[src/rtl/mdu_pkg.sv]
// Shared types for the multiply/divide unit: op encoding, FSM states and
// the signedness decode used by both the multiplier and the divider.
package mdu_pkg;

    localparam int MDU_OP_W = 4;

    typedef enum logic [MDU_OP_W-1:0] {
        MULT  = 4'd0,
        MULTU = 4'd1,
        MUL   = 4'd2,
        MADD  = 4'd3,
        MADDU = 4'd4,
        MSUB  = 4'd5,
        MSUBU = 4'd6,
        DIV   = 4'd7,
        DIVU  = 4'd8
    } mdu_op_t;

    typedef enum logic [1:0] {
        ST_IDLE = 2'd0,
        ST_MUL  = 2'd1,
        ST_DIV  = 2'd2,
        ST_DONE = 2'd3
    } mdu_state_t;

    function automatic logic is_signed_op(input mdu_op_t op);
        case (op)
            MULT, MUL, MADD, MSUB, DIV: return 1'b1;
            default:                    return 1'b0;
        endcase
    endfunction

endpackage

[src/rtl/mdu_div_iter.sv]
// Iterative radix-2 non-restoring divider on magnitudes with a trailing
// sign-fix cycle; a zero divisor finishes two cycles after start.
module mdu_div_iter #(
    parameter int XLEN = 32
) (
    input  logic            clk,
    input  logic            i_clear,
    input  logic            i_start,
    input  logic            i_signed,
    input  logic [XLEN-1:0] i_dividend,
    input  logic [XLEN-1:0] i_divisor,
    output logic            o_done,
    output logic [XLEN-1:0] o_quot,
    output logic [XLEN-1:0] o_rem
);

    localparam int CNT_W = $clog2(XLEN + 1);
    localparam logic [CNT_W-1:0] LAST_CNT = CNT_W'(XLEN - 1);

    logic [XLEN+1:0]  r_acc;
    logic [XLEN-1:0]  r_q;
    logic [XLEN-1:0]  r_d;
    logic [CNT_W-1:0] r_cnt;
    logic             r_run;
    logic             r_fix;
    logic             r_dz;
    logic             r_q_neg;
    logic             r_r_neg;
    logic             r_done;
    logic [XLEN-1:0]  r_quot;
    logic [XLEN-1:0]  r_rem;

    logic             w_a_neg;
    logic             w_b_neg;
    logic [XLEN-1:0]  w_a_abs;
    logic [XLEN-1:0]  w_b_abs;
    logic [XLEN+1:0]  w_d_ext;
    logic [XLEN+1:0]  w_acc_sh;
    logic [XLEN+1:0]  w_acc_nx;
    logic [XLEN+1:0]  w_rem_fix;

    assign w_a_neg   = i_signed & i_dividend[XLEN-1];
    assign w_b_neg   = i_signed & i_divisor[XLEN-1];
    assign w_a_abs   = w_a_neg ? -i_dividend : i_dividend;
    assign w_b_abs   = w_b_neg ? -i_divisor : i_divisor;
    assign w_d_ext   = {2'b00, r_d};
    assign w_acc_sh  = {r_acc[XLEN:0], r_q[XLEN-1]};
    // Sign of the partial remainder picks add or subtract; no restore step.
    assign w_acc_nx  = r_acc[XLEN+1] ? (w_acc_sh + w_d_ext) : (w_acc_sh - w_d_ext);
    assign w_rem_fix = r_acc[XLEN+1] ? (r_acc + w_d_ext) : r_acc;

    // Divider sequencing: load, XLEN iterations, sign fix, done pulse.
    always_ff @(posedge clk) begin
        if (i_clear) begin
            r_acc   <= '0;
            r_q     <= '0;
            r_d     <= '0;
            r_cnt   <= '0;
            r_run   <= 1'b0;
            r_fix   <= 1'b0;
            r_dz    <= 1'b0;
            r_q_neg <= 1'b0;
            r_r_neg <= 1'b0;
            r_done  <= 1'b0;
            r_quot  <= '0;
            r_rem   <= '0;
        end else begin
            r_done <= 1'b0;
            if (i_start) begin
                r_run <= 1'b0;
                r_fix <= 1'b0;
                r_cnt <= '0;
                if (i_divisor == '0) begin
                    r_dz   <= 1'b1;
                    r_quot <= '1;
                    r_rem  <= i_dividend;
                end else begin
                    r_dz    <= 1'b0;
                    r_run   <= 1'b1;
                    r_acc   <= '0;
                    r_q     <= w_a_abs;
                    r_d     <= w_b_abs;
                    r_q_neg <= w_a_neg ^ w_b_neg;
                    r_r_neg <= w_a_neg;
                end
            end else if (r_dz) begin
                r_dz   <= 1'b0;
                r_done <= 1'b1;
            end else if (r_run) begin
                r_acc <= w_acc_nx;
                r_q   <= {r_q[XLEN-2:0], ~w_acc_nx[XLEN+1]};
                r_cnt <= r_cnt + CNT_W'(1);
                if (r_cnt == LAST_CNT) begin
                    r_run <= 1'b0;
                    r_fix <= 1'b1;
                end
            end else if (r_fix) begin
                r_fix  <= 1'b0;
                r_done <= 1'b1;
                r_quot <= r_q_neg ? -r_q : r_q;
                r_rem  <= r_r_neg ? -w_rem_fix[XLEN-1:0] : w_rem_fix[XLEN-1:0];
            end
        end
    end

    assign o_done = r_done;
    assign o_quot = r_quot;
    assign o_rem  = r_rem;

endmodule

[src/rtl/mdu_param.sv]
// Multiply/divide unit: one op in flight, pipelined multiply-accumulate,
// iterative divide, and a valid/ready result port that holds until taken.
module mdu_param
    import mdu_pkg::*;
#(
    parameter int XLEN       = 32,
    parameter int MUL_STAGES = 3,
    parameter int TAG_W      = 6
) (
    input  logic                clk,
    input  logic                reset,
    input  logic                flush,
    input  logic                in_valid,
    output logic                in_ready,
    input  logic [MDU_OP_W-1:0] in_op,
    input  logic [XLEN-1:0]     in_src1,
    input  logic [XLEN-1:0]     in_src2,
    input  logic [XLEN-1:0]     in_hi,
    input  logic [XLEN-1:0]     in_lo,
    input  logic [TAG_W-1:0]    in_tag1,
    input  logic [TAG_W-1:0]    in_tag2,
    output logic                out_valid,
    input  logic                out_ready,
    output logic [MDU_OP_W-1:0] out_op,
    output logic [XLEN-1:0]     out_hi,
    output logic [XLEN-1:0]     out_lo,
    output logic [TAG_W-1:0]    out_tag1,
    output logic [TAG_W-1:0]    out_tag2,
    output logic                busy
);

    localparam int PW    = 2 * XLEN + 2;
    localparam int CNT_W = $clog2(MUL_STAGES + 2);
    localparam logic [CNT_W-1:0] MS_CNT = CNT_W'(MUL_STAGES);

    mdu_state_t          r_state;
    mdu_op_t             r_op;
    logic [XLEN-1:0]     r_a;
    logic [XLEN-1:0]     r_b;
    logic [XLEN-1:0]     r_hi;
    logic [XLEN-1:0]     r_lo;
    logic [TAG_W-1:0]    r_tag1;
    logic [TAG_W-1:0]    r_tag2;
    logic [CNT_W-1:0]    r_cnt;
    logic [2*XLEN-1:0]   r_pipe [MUL_STAGES];
    logic                r_out_valid;
    mdu_op_t             r_out_op;
    logic [XLEN-1:0]     r_out_hi;
    logic [XLEN-1:0]     r_out_lo;
    logic [TAG_W-1:0]    r_out_tag1;
    logic [TAG_W-1:0]    r_out_tag2;

    mdu_op_t             w_op;
    logic                w_in_ready;
    logic                w_accept;
    logic                w_is_div;
    logic                w_m_signed;
    logic [PW-1:0]       w_a_ext;
    logic [PW-1:0]       w_b_ext;
    logic [PW-1:0]       w_prod;
    logic [2*XLEN-1:0]   w_mul_res;
    logic                w_div_done;
    logic [XLEN-1:0]     w_div_quot;
    logic [XLEN-1:0]     w_div_rem;

    // Unknown encodings collapse to MULTU so the unit never traps.
    always_comb begin
        if (in_op > DIVU) begin
            w_op = MULTU;
        end else begin
            w_op = mdu_op_t'(in_op);
        end
    end

    assign w_in_ready = (r_state == ST_IDLE) || ((r_state == ST_DONE) && out_ready);
    assign w_accept   = in_valid && w_in_ready && !flush;
    assign w_is_div   = (w_op == DIV) || (w_op == DIVU);

    // Sign- or zero-extend so a single unsigned multiply covers both forms.
    assign w_m_signed = is_signed_op(r_op);
    assign w_a_ext    = {{(XLEN + 2){w_m_signed & r_a[XLEN-1]}}, r_a};
    assign w_b_ext    = {{(XLEN + 2){w_m_signed & r_b[XLEN-1]}}, r_b};
    assign w_prod     = w_a_ext * w_b_ext;

    // Accumulate variants fold HI/LO into the first pipeline stage.
    always_comb begin
        case (r_op)
            MADD, MADDU: w_mul_res = {r_hi, r_lo} + w_prod[2*XLEN-1:0];
            MSUB, MSUBU: w_mul_res = {r_hi, r_lo} - w_prod[2*XLEN-1:0];
            default:     w_mul_res = w_prod[2*XLEN-1:0];
        endcase
    end

    // Multiplier result pipeline.
    always_ff @(posedge clk) begin
        if (reset || flush) begin
            for (int i = 0; i < MUL_STAGES; i++) begin
                r_pipe[i] <= '0;
            end
        end else begin
            r_pipe[0] <= w_mul_res;
            for (int i = 1; i < MUL_STAGES; i++) begin
                r_pipe[i] <= r_pipe[i-1];
            end
        end
    end

    mdu_div_iter #(.XLEN(XLEN)) u_div (
        .clk        (clk),
        .i_clear    (reset || flush),
        .i_start    (w_accept && w_is_div),
        .i_signed   (is_signed_op(w_op)),
        .i_dividend (in_src1),
        .i_divisor  (in_src2),
        .o_done     (w_div_done),
        .o_quot     (w_div_quot),
        .o_rem      (w_div_rem)
    );

    // Control FSM and registered result port.
    always_ff @(posedge clk) begin
        if (reset || flush) begin
            r_state     <= ST_IDLE;
            r_op        <= MULT;
            r_a         <= '0;
            r_b         <= '0;
            r_hi        <= '0;
            r_lo        <= '0;
            r_tag1      <= '0;
            r_tag2      <= '0;
            r_cnt       <= '0;
            r_out_valid <= 1'b0;
            r_out_op    <= MULT;
            r_out_hi    <= '0;
            r_out_lo    <= '0;
            r_out_tag1  <= '0;
            r_out_tag2  <= '0;
        end else begin
            case (r_state)
                ST_MUL: begin
                    r_cnt <= r_cnt + CNT_W'(1);
                    if (r_cnt == MS_CNT) begin
                        r_state     <= ST_DONE;
                        r_out_valid <= 1'b1;
                        r_out_op    <= r_op;
                        r_out_hi    <= r_pipe[MUL_STAGES-1][2*XLEN-1:XLEN];
                        r_out_lo    <= r_pipe[MUL_STAGES-1][XLEN-1:0];
                        r_out_tag1  <= r_tag1;
                        r_out_tag2  <= r_tag2;
                    end
                end
                ST_DIV: begin
                    if (w_div_done) begin
                        r_state     <= ST_DONE;
                        r_out_valid <= 1'b1;
                        r_out_op    <= r_op;
                        r_out_hi    <= w_div_rem;
                        r_out_lo    <= w_div_quot;
                        r_out_tag1  <= r_tag1;
                        r_out_tag2  <= r_tag2;
                    end
                end
                ST_DONE: begin
                    if (out_ready) begin
                        r_state     <= ST_IDLE;
                        r_out_valid <= 1'b0;
                    end
                end
                default: ;
            endcase
            // A same-cycle accept overrides the DONE->IDLE step above.
            if (w_accept) begin
                r_state <= w_is_div ? ST_DIV : ST_MUL;
                r_op    <= w_op;
                r_a     <= in_src1;
                r_b     <= in_src2;
                r_hi    <= in_hi;
                r_lo    <= in_lo;
                r_tag1  <= in_tag1;
                r_tag2  <= in_tag2;
                r_cnt   <= '0;
            end
        end
    end

    assign in_ready  = w_in_ready;
    assign out_valid = r_out_valid;
    assign out_op    = r_out_op;
    assign out_hi    = r_out_hi;
    assign out_lo    = r_out_lo;
    assign out_tag1  = r_out_tag1;
    assign out_tag2  = r_out_tag2;
    assign busy      = (r_state != ST_IDLE);

endmodule
[config.mk]
export PLATFORM = sky130hd
export DESIGN_NAME = mdu_param
export DESIGN_NICKNAME = d
export VERILOG_FILES = /design/src/rtl/mdu_pkg.sv /design/src/rtl/mdu_div_iter.sv /design/src/rtl/mdu_param.sv
export SDC_FILE = /design/constraint.sdc
export NUM_CORES = 2
export LEC_CHECK = 0
export ABC_AREA = 0
export BUFFER_PORTS_ARGS = -buffer_cell sky130_fd_sc_hd__buf_2
export CAP_MARGIN = 10
export CORE_MARGIN = 1
export CORE_UTILIZATION = 60
export CTS_CLUSTER_SIZE = 10
export DETAILED_ROUTE_END_ITERATION = 10
export PLACE_DENSITY = 0.78
export SLEW_MARGIN = 20
export SYNTH_ARGS = -nofsm -noshare
export SYNTH_HDL_FRONTEND = slang
export SYNTH_SLANG_ARGS = --single-unit
[constraint.sdc]
create_clock -name clk -period 21.2 [get_ports clk]
set_input_delay 4.24 -clock clk [delete_from_list [all_inputs] [get_ports clk]]
set_output_delay 4.24 -clock clk [all_outputs]
set_load 0.02 [all_outputs]
# ---- Yosys cells after proc, flatten, opt, wreduce, memory -nomap -nowiden
# Memories as Yosys holds them, arrays and structs flattened.
# Index checks and enable logic that the tools add are counted.
dict set report totals {
  ff_bits 404
  output_inout_bits 83
  mem_count 1
  word_cells 183
  ramBits 192
}
# memory words width read_ports rd_ports_with_merged_regs write_ports line_no
set memory_table {}
lappend memory_table {r_pipe 3 64 3 0 3 mdu_param.sv:45} ;# logic [2*XLEN-1:0] r_pipe [MUL_STAGES];
dict set report classes {
  eq_ne 27
  n_addsub 11
  mux 70
  reduce_logical 33
  mul 1
  magnitude_cmp 1
  bitwise 12
}
# cell n
set ops {}
lappend ops {{32-bit two-way mux} 23}
lappend ops {{64-bit two-way mux} 3}
lappend ops {{34-bit two-way mux} 5}
lappend ops {{32-bit negation} 4}
lappend ops {{32-bit one-hot mux with 2 select lines} 2}
lappend ops {{64-bit one-hot mux with 2 select lines} 1}
lappend ops {{64-bit adder} 1}
lappend ops {{33-bit by 33-bit multiplier with 64-bit output} 1}
lappend ops {{64-bit subtractor} 1}
lappend ops {{34-bit by 32-bit adder with 34-bit output} 1}
lappend ops {{34-bit by 32-bit subtractor with 34-bit output} 1}
lappend ops {{32-bit adder} 1}
lappend ops {{32-bit zero test} 1}
lappend ops {{4-bit by 3-bit equality test with 1-bit output, second input constant} 6}
lappend ops {{6-bit two-way mux} 4}
lappend ops {{6-bit one-hot mux with 2 select lines} 2}
lappend ops {{1-bit two-way mux} 19}
lappend ops {{4-bit by 2-bit equality test with 1-bit output, second input constant} 4}
lappend ops {{4-bit two-way mux} 3}
lappend ops {{4-bit AND reduction} 3}
lappend ops {{2-bit two-way mux} 5}
lappend ops {{2-bit inequality test, second input constant} 5}
lappend ops {{2-bit OR reduction} 5}
lappend ops {{5-bit OR reduction} 2}
lappend ops {{28 further kinds} 52}

# ---- Depth between registers and ports, before layout
dict set report depth {
  ltp_word 9
  ltp_mapped 48
}

# ---- Cells and area by module
# Synthesis repeated with hierarchy kept, for this count alone.
dict set report hier_totals {
  hier_cells 8360
  hier_area_um2 71149.5
}
# module seq_area_each_um2 area_per_inst_um2 cells_per_inst n_inst
set by_module_without_submodules {}
lappend by_module_without_submodules {mdu_param 8448.1 57416.3 6536 1}
lappend by_module_without_submodules {mdu_div_iter 3483.3 13733.2 1824 1}

# ---- Least setup slack after synthesis
# OpenSTA, ideal clock, no wires.
dict set report synth_timing {
  path_kind {register to register}
  start {register r_b[9]}
  end {memory r_pipe[0][63] (netlist bit)}
  t_required_ns 21.078
  setup_time_ns 0.122
  path_slack_ns 10.066
  path_stages_with_launch 45
  synth_period_minus_slack_ns 11.134
  arrival_time_ns 11.012
  cell_sequence {dfxtp_1 > clkbuf_1 > clkbuf_1 > nand2_1 > fa_1 > inv_1 > fa_1 > fa_1 > inv_1 > fa_1 > fa_1 > inv_1 > fa_1 > inv_1 > fa_1 > inv_1 > fa_1 > ha_1 > [... 9 more ...] > and2_1 > nand2_1 > o21ai_0 > xor2_1 > ha_1 > clkbuf_1 > a21o_1 > a21o_1 > a21oi_1 > nand4_1 > a21oi_1 > o21ai_0 > a211oi_1 > o21ai_0 > mux2_2 > o21a_1 > mux2_1 > mux2i_1}
}
# element line_no
set synth_lines {}
lappend synth_lines {{from (decl)} mdu_param.sv:39} ;# logic [XLEN-1:0] r_b;
lappend synth_lines {{from (signal assigned)} mdu_param.sv:176} ;# r_b <= in_src2;
lappend synth_lines {{to (decl)} mdu_param.sv:45}

==> results_tabular.tex <==
\begin{tabular}{lr}
\hline
Metric & Value \\
\hline
\multicolumn{2}{l}{\textbf{Yosys}} \\
\quad Largest cells by area after synthesis & fa\_1 (32\%), dfxtp\_1 (17\%), nand2\_1 (7.4\%) \\
\quad Count of distinct cell types in the synthesized netlist & 101 \\
\quad Sequential share of the synthesized area & 16.9\% \\
\quad Cell area after synthesis & 70500 um\^{}2 \\
\quad Syn avg cell area & 8.52 um\^{}2 \\
\quad Synth Net Count & 9906 \\
\quad Flop and latch count out of synthesis & 596 \\
\quad Dominant register cell in the synthesized netlist & dfxtp\_1 \\
\quad Cell type with the largest total area after synthesis & fa\_1 \\
\quad Syn. warnings & 0 \\
\quad Share of flip-flops with an asynchronous set or reset after synthesis & 0\% \\
\quad Post-synth top area share & 32.0\% \\
\quad Number of synthesized flops with an enable pin & 0 \\
\quad Number of instances in the synthesized netlist & 8275 \\
\multicolumn{2}{l}{\textbf{Clocking}} \\
\quad Total clock sinks & 596 \\
\quad Number of levels in the clock H-tree & 3 \\
\quad Number of buffers created by CTS & 75 \\
\quad Buffer levels on the longest clock path & 3 \\
\quad Resize count post-CTS & 0 \\
\quad CTS hold repair buffers & 0 \\
\quad CTS tree & done \\
\quad Master cell of the clock root buffer & clkbuf\_16 \\
\quad Post-CTS clock slew at the launch and capture registers of the worst setup and hold paths & 0.06 ns \\
\quad Clock latency on the worst-skew pair & 0.70 ns \\
\quad Count of buffers added by post-CTS timing repair for setup & 0 \\
\multicolumn{2}{l}{\textbf{STA}} \\
\quad Hold Worst Slack & 0.394 ns \\
\quad Final setup fails & 0 \\
\quad Clock Skew & 0.0597 ns \\
\quad Maximum clock frequency & 0.0771 GHz \\
\quad Worst Max-Slew Pin Slew & 1.09 ns \\
\quad Aggregate negative setup slack & 0 ns \\
\quad Pins Over Slew Limit & 0 \\
\quad Total count of hold-check failures in the final report & 0 \\
\quad Period utilization & 61.2\% \\
\quad Max-Slew Margin vs Limit & 26.2\% \\
\quad RSZ-0062 raised after global routing & false \\
\quad Tmin final & 12.97 ns \\
\multicolumn{2}{l}{\textbf{Drt}} \\
\quad Sum of routed wire segments on met1 & 77.3 mm \\
\quad DRC violation total after the first TritonRoute iteration & 5042 \\
\quad DRC violation count after routing & 0 \\
\quad Average wire per cell in the routed design & 21.8 um \\
\quad Via total after detailed routing & 58593 \\
\quad Sum of routed wire length over all layers & 212 mm \\
\quad Remaining antenna violation count & 0 \\
\quad Routed via count divided by cell count & 6.01 \\
\quad Top layer used by detailed routing & met5 \\
\quad Pre-antenna DRT Iters & 7 \\
\quad Routed wl met3 & 17.2 mm \\
\quad Met2 wire length & 101 mm \\
\multicolumn{2}{l}{\textbf{Critical path}} \\
\quad Start point of the critical path & r\_a[20] \\
\quad Setup crit end & r\_pipe[0][63] \\
\quad R2r endpoint & r\_pipe[0][63] \\
\quad Critical path start-end classification & reg -> reg \\
\quad Crit-path max FO & 23 \\
\quad Critical Path End Type & flip-flop \\
\quad FF-to-FF path depth & 41 \\
\quad FF-to-FF setup slack & 8.23 ns \\
\quad Data required, critical path & 21.72 ns \\
\quad Cell repeated most along the worst path & fa\_1 \\
\quad Data arrival at the endpoint of the critical path & 13.49 ns \\
\quad Maximum cell stage delay along the critical path & 0.75 ns \\
\quad Slowest cell on crit path & dfxtp\_1 \\
\quad Launching element type of the critical path & flip-flop \\
\quad Startpoint of the worst register-to-register path & r\_a[20] \\
\multicolumn{2}{l}{\textbf{Floorplanning}} \\
\quad Initial Utilization & 60.6\% \\
\quad Count of standard-cell rows & 125 \\
\quad Die outline height & 345 um \\
\quad Placeable core region & 116000 um\^{}2 \\
\quad Die span in x & 345 um \\
\quad Number of placed I/O pins & 232 \\
\quad Overall die area & 119000 um\^{}2 \\
\multicolumn{2}{l}{\textbf{Global route}} \\
\quad GR Overflow Total & 0 \\
\quad Initial antenna violation count & 7 \\
\quad Largest net degree at the start of global routing & 192 \\
\quad Total global routing track utilization & 36.1\% \\
\quad Number of global-route vias before repair & 59639 \\
\quad Global-route wire length before repair & 331 mm \\
\multicolumn{2}{l}{\textbf{Cells and area}} \\
\quad Most common library cell in the layout ignoring fill and taps & nand2\_1 \\
\quad Commonest cells after routing, fill and taps aside & nand2\_1 (1385), inv\_1 (1152), fa\_1 (1127), dfxtp\_1 (594), a21oi\_1 (527) \\
\quad Share of layout cells above drive strength 1 & 6.36\% \\
\quad Syn-to-layout area delta & 6.16\% \\
\quad Final design area excluding fillers & 74900 um\^{}2 \\
\quad Total number of nets in the final design & 9817 \\
\quad Number of standard cells in the final layout excluding fillers & 9747 \\
\multicolumn{2}{l}{\textbf{Power}} \\
\quad Pwr Density & 44.1 nW/um\^{}2 \\
\quad Leak pwr & 32.5 nW \\
\quad Largest vdd supply drop & 0.0576 mV \\
\quad Sum of internal, switching and leakage power & 0.00330 W \\
\multicolumn{2}{l}{\textbf{Place}} \\
\quad PortBufs & 231 \\
\quad Placer Congestion & 0.995 \\
\quad Total instance count after detailed placement & 9633 \\
\quad Total placed instance area & 72500 um\^{}2 \\
\quad Post-DP HPWL & 166 mm \\
\multicolumn{2}{l}{\textbf{Status}} \\
\quad Result of the run & finished clean \\
\multicolumn{2}{l}{\textbf{Min path}} \\
\quad Hold/Removal Path Class & reg -> reg \\
\multicolumn{2}{l}{\textbf{Run}} \\
\quad Max-cap check violation count & 0 \\
\hline
\end{tabular}
## power breakdown
group | total, W | leakage, nW | internal, W | switching (W)
Combinational | 0.000918 | 26.6 | 0.000316 | 0.000603
Clock | 0.00122 | 1.13 | 0.000699 | 0.000524
Sequential | 0.00116 | 4.82 | 0.00115 | 0.0000166
## cells in the mapped netlist, types with 24 or more instances
cell type and number:
nand2b_1 35, ha_1 354, o21ai_0 166, nand3_1 91, nor4_1 31, a21oi_1 528, nor3_1 94, o31ai_1 42
buf_1 24, nor2b_1 27, nand4_1 32, mux2i_1 83, or3_1 24, fa_1 1128, or2_2 30, and2_1 430
a211oi_1 180, a31oi_1 34, clkbuf_1 453, xnor2_1 192, dfxtp_1 596, inv_1 1152, and3_1 43, o211ai_1 29
xor2_1 184, nor2_1 442, a21o_1 104, o21a_1 37, nand2_1 1386
## sequential cells by signal, indices dropped and copies added, names as in the netlist, 6 cells and up
register	cells
r_tag2	6
r_tag1	6
u_div.r_d	32
out_tag1	6
r_hi	32
u_div.r_acc	34
u_div.r_cnt	6
out_hi	32
u_div.r_q	32
r_lo	32
out_lo	32
out_tag2	6
r_a	32
u_div.o_rem	32
u_div.o_quot	32
r_pipe	192
r_b	32
## kinds of logic after synthesis
| logic type | synth area share, % |
|---|---|
| DFF | 16.9 |
| AOI/OAI and AO/OA | 12.3 |
| xor gates and xnor gates | 4.67 |
| muxes | 1.27 |
| buffers and inverters | 8.79 |
| and+or+nand+nor | 17.7 |
| adders and majority gates | 38.3 |
## routing by layer
layer  GRT usage (%)  vias up
met3            5.78      817
li1                -    26095
met1            43.5    28915
met4            25.3        2
met5               0        -
met2            59.4     2764
## through the flow
stage	utilization, %	worst slack [ns]
after floorplan	-	10.07
after global placement	62.3	8.84
after detailed placement	62.3	8.45
after CTS	64.3	8.40
after global routing	64.3	7.50
final	64.3	8.23
## worst min-delay path by stage
stage                        from        endpoint  slack, ns  cells past startpoint
floorplan           r_pipe[0][36]  r_pipe[0][100]       0.41                      1
global placement    r_pipe[0][64]  r_pipe[0][128]       0.41                      1
detailed placement  r_pipe[0][85]  r_pipe[0][149]       0.41                      1
CTS                 r_pipe[0][40]  r_pipe[0][104]       0.40                      1
global route        r_pipe[0][89]  r_pipe[0][153]       0.42                      1
finish              r_pipe[0][40]  r_pipe[0][104]       0.39                      1
## cell type report
class | instances | area, um^2
multi-input combinational | 6036 | 52500
antenna | 3 | 7.51
sequential | 596 | 11900
inverter | 1152 | 4320
tap | 1524 | 1910
clock inverter | 15 | 275
fill | 9881 | 41500
timing repair buffer | 325 | 1870
clock buffer | 96 | 2060
## critical path, delay by kind of cell, from the launching register on
family                     cells  cell delay (ns)
adders and majority gates     10             4.83
AOI/OAI and AO/OA             12             3.22
and+or+nand+nor                8             2.05
DFF                            1             0.75
muxes                          3             0.73
buffers and inverters          6             0.71
xor gates and xnor gates       2             0.50
(Power assumes the default switching activity.)
